<file path="src/rtl/elevator_controller.sv">
`timescale 1ns/1ps
// elevator_controller
// ---------------------------------------------------------------------------
// Parametrised N-floor elevator core. Latches hall calls, serves them in
// SCAN order (the car keeps its direction while requests remain ahead of
// it), times floor-to-floor travel and door dwell, and handles the SOS and
// overweight conditions inside a single FSM. Every output is a register.
//
// Ports:
//   clk                   divided tick clock
//   reset_n               asynchronous active-low reset
//   call_req[FLOORS]      single-cycle call pulses, bit i = floor i
//   sos                   emergency level, synchronous to clk
//   overweight            load-sensor level, synchronous to clk
//   call_pending[FLOORS]  latched, unserved calls
//   floor_onehot[FLOORS]  current floor, one-hot
//   floor_num[FLOOR_W]    current floor, binary
//   door_open             door open
//   moving                car travelling
//   dir_up                current/last scan direction, 1 = up
//   sos_mode              SOS state active
//   weight_limit_exceeded overweight is blocking departure
// ---------------------------------------------------------------------------
module elevator_controller #(
  parameter int FLOORS       = 8,
  parameter int TRAVEL_TICKS = 3,
  parameter int DOOR_TICKS   = 4,
  localparam int FLOOR_W     = $clog2(FLOORS)
) (
  input  logic               clk,
  input  logic               reset_n,
  input  logic [FLOORS-1:0]  call_req,
  input  logic               sos,
  input  logic               overweight,
  output logic [FLOORS-1:0]  call_pending,
  output logic [FLOORS-1:0]  floor_onehot,
  output logic [FLOOR_W-1:0] floor_num,
  output logic               door_open,
  output logic               moving,
  output logic               dir_up,
  output logic               sos_mode,
  output logic               weight_limit_exceeded
);

  // One extra bit so a tick count of 1 still gets a legal, non-zero width.
  localparam int TW = $clog2(TRAVEL_TICKS + 1);
  localparam int DW = $clog2(DOOR_TICKS + 1);
  localparam logic [TW-1:0] TRAVEL_RELOAD = TW'(TRAVEL_TICKS - 1);
  localparam logic [DW-1:0] DOOR_RELOAD   = DW'(DOOR_TICKS - 1);

  typedef enum logic [1:0] {
    IDLE,
    MOVING,
    DOOR_OPEN,
    SOS
  } state_t;

  state_t             state, state_n;
  state_t             saved_state, saved_n;
  logic [TW-1:0]      travel_cnt, travel_n;
  logic [DW-1:0]      door_cnt, door_cnt_n;
  logic [FLOOR_W-1:0] floor_n;
  logic [FLOORS-1:0]  floor_oh_n;
  logic [FLOORS-1:0]  pending_n;
  logic               door_n, moving_n, dir_n, sos_mode_n, wle_n;

  logic [FLOORS-1:0]  pend_or;
  logic               here_call;
  logic               req_above, req_below;
  logic [FLOOR_W-1:0] step_floor;
  logic [FLOORS-1:0]  step_oh;
  logic               at_limit;

  // Request scan relative to the current floor, plus the floor the car
  // would reach on its next one-floor step in the current direction.
  always_comb begin
    req_above = 1'b0;
    req_below = 1'b0;
    for (int i = 0; i < FLOORS; i++) begin
      if (call_pending[i] && (FLOOR_W'(i) > floor_num)) req_above = 1'b1;
      if (call_pending[i] && (FLOOR_W'(i) < floor_num)) req_below = 1'b1;
    end
    step_floor = dir_up ? floor_num + FLOOR_W'(1) : floor_num - FLOOR_W'(1);
    at_limit   = dir_up ? (floor_num == FLOOR_W'(FLOORS - 1)) : (floor_num == '0);
    step_oh    = '0;
    for (int i = 0; i < FLOORS; i++) begin
      step_oh[i] = (step_floor == FLOOR_W'(i));
    end
    pend_or   = call_pending | call_req;
    here_call = |(call_req & floor_onehot);
  end

  // Next-state and next-output logic. SOS is checked first so it overrides
  // every other transition; while in SOS the counters, floor and pending
  // calls are simply left untouched, which is what preserves them.
  always_comb begin
    state_n    = state;
    saved_n    = saved_state;
    travel_n   = travel_cnt;
    door_cnt_n = door_cnt;
    floor_n    = floor_num;
    pending_n  = call_pending;
    door_n     = door_open;
    moving_n   = moving;
    dir_n      = dir_up;
    sos_mode_n = sos_mode;
    wle_n      = 1'b0;

    if (sos) begin
      state_n    = SOS;
      sos_mode_n = 1'b1;
      moving_n   = 1'b0;
      if (state != SOS) saved_n = state;
    end else begin
      case (state)
        IDLE: begin
          moving_n  = 1'b0;
          door_n    = 1'b0;
          pending_n = pend_or & ~floor_onehot;
          if (here_call) begin
            state_n    = DOOR_OPEN;
            door_n     = 1'b1;
            door_cnt_n = DOOR_RELOAD;
          end else if (dir_up ? req_above : req_below) begin
            state_n  = MOVING;
            moving_n = 1'b1;
            travel_n = TRAVEL_RELOAD;
          end else if (dir_up ? req_below : req_above) begin
            state_n  = MOVING;
            moving_n = 1'b1;
            dir_n    = ~dir_up;
            travel_n = TRAVEL_RELOAD;
          end
        end

        MOVING: begin
          moving_n  = 1'b1;
          pending_n = pend_or;
          if (travel_cnt != '0) begin
            travel_n = travel_cnt - TW'(1);
          end else if (at_limit) begin
            // Direction is only ever chosen toward a request, so this is a
            // safety stop rather than a normal path.
            state_n  = IDLE;
            moving_n = 1'b0;
          end else begin
            floor_n = step_floor;
            if (|(pend_or & step_oh)) begin
              pending_n  = pend_or & ~step_oh;
              state_n    = DOOR_OPEN;
              door_n     = 1'b1;
              moving_n   = 1'b0;
              door_cnt_n = DOOR_RELOAD;
            end else begin
              travel_n = TRAVEL_RELOAD;
            end
          end
        end

        DOOR_OPEN: begin
          door_n    = 1'b1;
          wle_n     = overweight;
          pending_n = pend_or & ~floor_onehot;
          if (here_call) begin
            door_cnt_n = DOOR_RELOAD;
          end else if (door_cnt != '0) begin
            door_cnt_n = door_cnt - DW'(1);
          end else if (!overweight) begin
            state_n = IDLE;
            door_n  = 1'b0;
          end
        end

        SOS: begin
          sos_mode_n = 1'b0;
          case (saved_state)
            MOVING: begin
              state_n  = MOVING;
              moving_n = 1'b1;
            end
            DOOR_OPEN: begin
              state_n    = DOOR_OPEN;
              door_cnt_n = DOOR_RELOAD;
            end
            default: state_n = IDLE;
          endcase
        end

        default: state_n = IDLE;
      endcase
    end

    floor_oh_n = '0;
    for (int i = 0; i < FLOORS; i++) begin
      floor_oh_n[i] = (floor_n == FLOOR_W'(i));
    end
  end

  // State and output registers.
  always_ff @(posedge clk or negedge reset_n) begin
    if (!reset_n) begin
      state                 <= IDLE;
      saved_state           <= IDLE;
      travel_cnt            <= '0;
      door_cnt              <= '0;
      floor_num             <= '0;
      floor_onehot          <= FLOORS'(1);
      call_pending          <= '0;
      door_open             <= 1'b0;
      moving                <= 1'b0;
      dir_up                <= 1'b1;
      sos_mode              <= 1'b0;
      weight_limit_exceeded <= 1'b0;
    end else begin
      state                 <= state_n;
      saved_state           <= saved_n;
      travel_cnt            <= travel_n;
      door_cnt              <= door_cnt_n;
      floor_num             <= floor_n;
      floor_onehot          <= floor_oh_n;
      call_pending          <= pending_n;
      door_open             <= door_n;
      moving                <= moving_n;
      dir_up                <= dir_n;
      sos_mode              <= sos_mode_n;
      weight_limit_exceeded <= wle_n;
    end
  end

endmodule

</file>
<file path="config.mk">
export PLATFORM = sky130hd
export DESIGN_NAME = elevator_controller
export DESIGN_NICKNAME = d
export VERILOG_FILES = /design/src/rtl/elevator_controller.sv
export SDC_FILE = /design/constraint.sdc
export NUM_CORES = 1
export LEC_CHECK = 0
export CAP_MARGIN = 0
export CORE_MARGIN = 2
export CORE_UTILIZATION = 40
export CTS_BUF_LIST = sky130_fd_sc_hd__clkbuf_16
export CTS_CLUSTER_DIAMETER = 80
export DETAILED_ROUTE_END_ITERATION = 8
export GPL_ROUTABILITY_DRIVEN = 0
export HOLD_SLACK_MARGIN = 0.1
export PLACE_DENSITY_LB_ADDON = 0.05
export RECOVER_POWER = 100
export SETUP_SLACK_MARGIN = 0.4
export SLEW_MARGIN = 20
export SYNTH_ARGS = -nofsm -noshare
export SYNTH_HDL_FRONTEND = slang
export SYNTH_SLANG_ARGS = --single-unit
</file>
<file path="constraint.sdc">
create_clock -name clk -period 3.1 [get_ports clk]
set_input_delay 0.62 -clock clk [delete_from_list [all_inputs] [get_ports clk]]
set_output_delay 0.62 -clock clk [all_outputs]
set_load 0.01 [all_outputs]
</file>
==> results_dict.tcl, run 1 <==
set metrics [dict create \
    outcome "finished clean" \
    p_leak_nw 1.215 \
    finalPower_mw 3.063 \
    hold_class "flop to flop" \
    final_area_um2 2859 \
    viasPerCell 5.524 \
    grt_usage_pct 20.46 \
    tns_ns 0 \
    rsz0062_at_grt "no" \
    cts_buffers 5 \
    die_y_um 80.13 \
    drt-total-wl_mm 6.028 \
    crit_end "door_cnt[1]" \
    cts.clk_slew.worst_paths_ns 0.05 \
    final_nets 312 \
    synth_cell_type_count 63 \
    rows 27 \
    die_w_um 80.13 \
    synth_seq_cells 33 \
    final-hold-violation-count 0 \
    startpoint_type "flop" \
    hpwl_mm 4.490 \
    p_sw_mw 1.410 \
    synth_top_area_share_pct 33.46 \
    cp_max_fo 10 \
    comb_power_share_pct 58.2 \
    required_ns 3.26 \
    diodes 0 \
    clockRootBuffer "clkbuf_16" \
    fillers 561 \
    drt_pass1_iterations 5 \
    r2r_end "door_cnt[1]" \
    cts_setup_buffers 0 \
    drtIter0Drc 123 \
    dieArea_um2 6421 \
    synth_flop_cell "dfrtp_1" \
    clock_latency_ns 0.28 \
    drive_above_1_share_pct 10.80 \
    syn_inst 249 \
    cp-startpoint "floor_num[1]" \
    ys_seq_area_share_pct 35.73 \
    p_per_area_nw_per_um2 1071 \
    first_global_vias 1922 \
    gr-total-overflow 0 \
    setup_violations 0 \
    cap_violations 0 \
    area_growth_pct 23.31 \
    tightest_slew_ns 0.7830 \
    postSynthAreaPerCell_um2 9.311 \
    clock_power_share_pct 15.7 \
    clock_sinks 33 \
    pin_count 36 \
    fin_skew_ns 0.007029 \
    num_vias 1983 \
    ff2ff_path_depth 8 \
    critPathArrivalTime_ns 2.83 \
    ys_warn_count 0 \
    critPathKind "flop to flop" \
    fin_cells 359 \
    seqPwrFrac_pct 26.0 \
    htreeDepth 2 \
    fin_crit_ns 2.669 \
    grt_pass1_wl_mm 9.756 \
    yosys.area.top_type "dfrtp_1" \
    grt_max_degree 34 \
    period_share_pct 86.11 \
    core_um2 5540 \
    fmax_mhz 374.6 \
    slew_headroom_pct 47.80 \
    swShare_pct 46.04 \
    endpoint_kind "flop" \
    wl_per_cell_um 16.79 \
    r2r_slack_ns 0.43 \
    cts.path.max_buffers 2 \
    drv_slew 0 \
    vdd_drop_max_mv 0.5013 \
    drc 0 \
    cts_tree "yes" \
    r2r-start "floor_num[1]" \
    synthArstFlopShare_pct 100.0 \
    io_buffers 35 \
    p_int_mw 1.653 \
    yosys-top-cells-area "dfrtp_1, ha_1, a21oi_1" \
    ant_nets 0 \
    place_area_um2 2725 \
    synth_edf_count 0 \
    dp_cells 351 \
    initial_core_util_pct 41.85 \
    final_util_pct 51.60 \
    antenna_found_initial 0 \
    syn_area_um2 2318 \
    syn_nets 275 \
]
==> final cells by class <==
| type | count | area (um2) | area share, % |
|---|---|---|---|
| Tap cell | 72 | 90.09 | 3.151 |
| Sequential cell | 33 | 829.5 | 29.02 |
| Inverter | 20 | 75.07 | 2.626 |
| Clock inverter | 3 | 17.52 | 0.6127 |
| Timing Repair Buffer | 39 | 372.9 | 13.04 |
| Clock buffer | 5 | 125.1 | 4.376 |
| Multi-Input combinational cell | 187 | 1349 | 47.18 |
==> metrics by stage <==
stage | worst slack [ns] | hold WS [ns]
4_1_cts | 0.5117 | 0.4792
2_1_floorplan | 0.5761 | 0.3244
5_1_grt | 0.2651 | 0.4942
3_3_place_gp | 0.4761 | 0.4677
3_5_place_dp | 0.4512 | 0.4675
6_report | 0.4307 | 0.4702
==> cells in the mapped netlist (2+ instances only) <==
library cell / number
mux2_4: 3
nor3_1: 7
nand3_1: 5
o21ai_0: 8
mux2i_1: 2
buf_6: 4
ha_1: 14
nand2_1: 16
inv_1: 20
nand2b_1: 5
a21o_1: 3
o211a_1: 2
a31oi_1: 2
a32o_1: 4
nor2_1: 29
a21oi_1: 27
a22o_1: 9
nor3b_1: 2
dfstp_2: 2
a211oi_1: 3
dfrtp_1: 31
or3_1: 2
a211oi_2: 4
xnor2_1: 2
clkbuf_1: 4
o21ai_1: 2
==> cell usage in the layout, fill, tap and decap left out, types with 3 or more instances in the layout <==
cell / instances
nand2b_1: 5
clkbuf_16: 5
nor2_1: 29
dlygate4sd3_1: 23
a21oi_1: 28
a211oi_1: 3
a21o_1: 3
clkdlybuf4s50_1: 12
a211oi_2: 4
inv_1: 20
dfrtp_1: 30
a22o_1: 9
ha_1: 13
nand3_1: 5
o21ai_0: 8
nor3_1: 7
a32o_1: 4
nand2_1: 16
==> worst max-delay path, cell delays in order (launching register included) <==
cell and delay (ns):
dfrtp_1 0.53, inv_1 0.16, ha_2 0.45, xor2_4 0.13, a211oi_2 0.27, o21bai_2 0.15, a21oi_1 0.26, o221a_4 0.25
mux2_1 0.33
==> cell families after synthesis <==
group	count (synthesis)	synth area share, %
compound gates	87	28.66
fa+ha+maj	14	7.555
simple gates	76	16.14
flops	33	35.73
mux	6	3.292
xor+xnor	4	2.645
buf+inv	29	5.990
==> registers in the layout (all words and copies together), names as in the netlist <==
register / cells
call_pending: 8
dir_up: 1
door_cnt: 3
door_open: 1
floor_num: 3
floor_onehot: 8
moving: 1
saved_state: 2
sos_mode: 1
state: 2
travel_cnt: 2
weight_limit_exceeded: 1
==> power by group through the flow <==
stage	Combinational [mW]	Sequential, mW	Clock (mW)
2_1_floorplan	1.27	0.786	0
3_3_place_gp	1.82	0.812	0
3_5_place_dp	1.82	0.807	0
4_1_cts	1.84	0.802	0.498
5_1_grt	1.98	0.828	0.516
6_report	1.78	0.797	0.482
==> worst min path at each step <==
stage | cells past startpoint | start | slack, ns | end
4_1_cts | 1 | sos_mode | 0.48 | sos_mode
2_1_floorplan | 0 | reset_n | 0.32 | call_pending[0]
3_3_place_gp | 1 | sos_mode | 0.47 | sos_mode
6_report | 1 | sos_mode | 0.47 | sos_mode
3_5_place_dp | 1 | sos_mode | 0.47 | sos_mode
5_1_grt | 1 | sos_mode | 0.49 | sos_mode
==> per-layer routing <==
metal	track usage, %	vias to the layer above	part of all wire [%]
li1	-	979	-
met1	25.02	943	45
met2	34.33	53	49
met3	5.730	8	4.7
met4	7.288	0	1.8
met5	0	-	0
==> timing repair <==
action | in CTS | in global routing
hold buffers | 0 | 0
resized for setup | 0 | 5
setup endpoints to repair | 0 | 14
(Power assumes the default switching activity.)
==> inputs of run 2 (changes only) <==
--- a/config.mk
+++ b/config.mk
@@ -11,6 +11,7 @@
 export CTS_BUF_LIST = sky130_fd_sc_hd__clkbuf_16
 export CTS_CLUSTER_DIAMETER = 80
 export DETAILED_ROUTE_END_ITERATION = 8
+export DONT_BUFFER_PORTS = 1
 export GPL_ROUTABILITY_DRIVEN = 0
 export HOLD_SLACK_MARGIN = 0.1
 export PLACE_DENSITY_LB_ADDON = 0.05
==> results_dict.tcl, run 2 (synthesis results as in run 1) <==
set metrics [dict create \
    setup_violations 0 \
    fin_skew_ns 0.005574 \
    fmax_mhz 372.7 \
    drtIter0Drc 92 \
    grt_pass1_wl_mm 9.929 \
    first_global_vias 1867 \
    reg_top3 "call_pending x8, floor_onehot x8" \
    drc 0 \
    io_buffers 0 \
    place_ws_ns 0.5215 \
    diodes 0 \
    critPathKind "flop to flop" \
    tns_ns 0 \
    multi_input_area_um2 1324 \
    critPathArrivalTime_ns 2.84 \
    grt_util_met1_pct 24.12 \
    period_share_pct 86.56 \
    setup_ws_ns 0.4166 \
    wl_per_cell_um 18.75 \
    cts.clk_slew.worst_paths_ns 0.05 \
    startpoint_type "flop" \
    num_vias 1855 \
    drive_above_1_share_pct 10.36 \
    dp_cells 314 \
    die_w_um 80.13 \
    clockRootBuffer "clkbuf_16" \
    htreeDepth 2 \
    die_y_um 80.13 \
    final_util_pct 44.65 \
    clock_latency_ns 0.28 \
    initial_core_util_pct 41.85 \
    endpoint_kind "flop" \
    antenna_found_initial 0 \
    violations "max-capacitance violations, max-slew violations" \
    p_leak_nw 1.073 \
    vdd_drop_max_mv 0.4428 \
    hold_class "input port to asynchronous set/reset pin" \
    dieArea_um2 6421 \
    slew_headroom_pct -12.97 \
    use_met2_pct 35.08 \
    clock_sinks 33 \
    slowest_delay_ns 0.54 \
    core_um2 5540 \
    final-hold-violation-count 0 \
    grt_max_degree 32 \
    gr-total-overflow 0 \
    cts_buffers 5 \
    ant_nets 0 \
    rows 27 \
    p_per_area_nw_per_um2 1142 \
    cts_tree "yes" \
    fin_crit_ns 2.683 \
    final_nets 276 \
    tightest_slew_ns 1.695 \
    required_ns 3.26 \
    layout_commonest_cell "dfrtp_1" \
    hpwl_mm 4.521 \
    area_growth_pct 6.692 \
    drt_pass1_iterations 4 \
    seqCellArea_um2 828.3 \
    fin_cells 323 \
    drt-total-wl_mm 6.057 \
    cts.path.max_buffers 2 \
    busiest_layer "met2" \
    rsz0062_at_grt "no" \
    fillers 570 \
    cp_slowest_cell "dfrtp_1" \
    drv_slew 32 \
    pin_count 36 \
    cap_violations 1 \
    layout_common_cells "dfrtp_1, nor2_1, a21oi_1" \
    grtUsageMet3_pct 6.404 \
    outcome "complete, but fails checks" \
    cp_max_fo 10 \
    path_cells "inv_1 -> ha_1 -> xnor2_2 -> a211oi_1 -> o21bai_2 -> a21oi_2 -> o221a_4 -> mux2_4" \
    viasPerCell 5.743 \
    grt_usage_pct 20.22 \
]
run 2: cell count changes in the layout (fill, tap and decap cells not counted), sizes merged:
cell | before | now
dlygate4sd3 | 23 | 0
clkdlybuf4s50 | 12 | 0
clkbuf | 7 | 6
run 2: worst paths after layout:
path	startpoint	to	slack, ns	cells after the start
max reg2reg	floor_num[1]	door_cnt[0]	0.42	8
max in group asynchronous	reset_n	floor_num[0]	1.34	1
min reg2reg	saved_state[0]	saved_state[0]	0.51	2
max	floor_num[1]	door_cnt[0]	0.42	8
min	reset_n	floor_onehot[0]	0.18	0
min in group clk	sos	moving	0.40	1
run 2: stage by stage:
| stage | hold slack (ns) | power, mW | cell area [um2] |
|---|---|---|---|
| 2_1_floorplan | 0.3244 | 2.060 | 2318 |
| 3_3_place_gp | 0.3254 | 2.400 | 2360 |
| 3_5_place_dp | 0.3252 | 2.394 | 2360 |
| 4_1_cts | 0.1800 | 2.883 | 2517 |
| 5_1_grt | 0.1760 | 3.070 | 2474 |
| 6_report | 0.1850 | 2.824 | 2474 |
run 2: area by class of cell:
type                       instances  area share [%]
clock buffer                       5           5.058
clock inverter                     3          0.5058
inverter                          20           3.035
multi-input combinational        187           53.52
sequential                        33           33.49
tap                               72           3.642
timing repair buffer               3          0.7587
run 2: what timing repair did:
action                                 in CTS  in global routing
setup buffers                               0                  0
endpoints found under the hold margin      31                  0
setup endpoints to repair                   0                 12
resized for setup                           0                  1
hold buffers                                1                  0
run 2: critical path, delay by kind of cell (launching register included):
kind	cells	cell delay, ns
xor gates and xnor gates	1	0.22
DFF	1	0.54
AOI/OAI and AO/OA	4	0.96
buffers and inverters	1	0.15
muxes	1	0.30
adders and majority gates	1	0.40
run 2: power by group:
group          internal, mW  switching [mW]
clock network         0.290           0.182
logic                 0.583           0.908
registers             0.591           0.271
total                  1.46            1.36
run 2: metal layers:
layer | share of wire, % | wire length [um]
met5 | 0 | 0
met4 | 1.5 | 89
met3 | 6.8 | 413
met2 | 50 | 3014
met1 | 42 | 2539
==> inputs of run 3 (changes only) <==
--- a/config.mk
+++ b/config.mk
@@ -5,6 +5,7 @@
 export SDC_FILE = /design/constraint.sdc
 export NUM_CORES = 1
 export LEC_CHECK = 0
+export ABC_CLOCK_PERIOD_IN_PS = 3100
 export CAP_MARGIN = 0
 export CORE_MARGIN = 2
 export CORE_UTILIZATION = 40
==> results of run 3 <==
Final layout, timing and power as in run 2 (identical DEF).
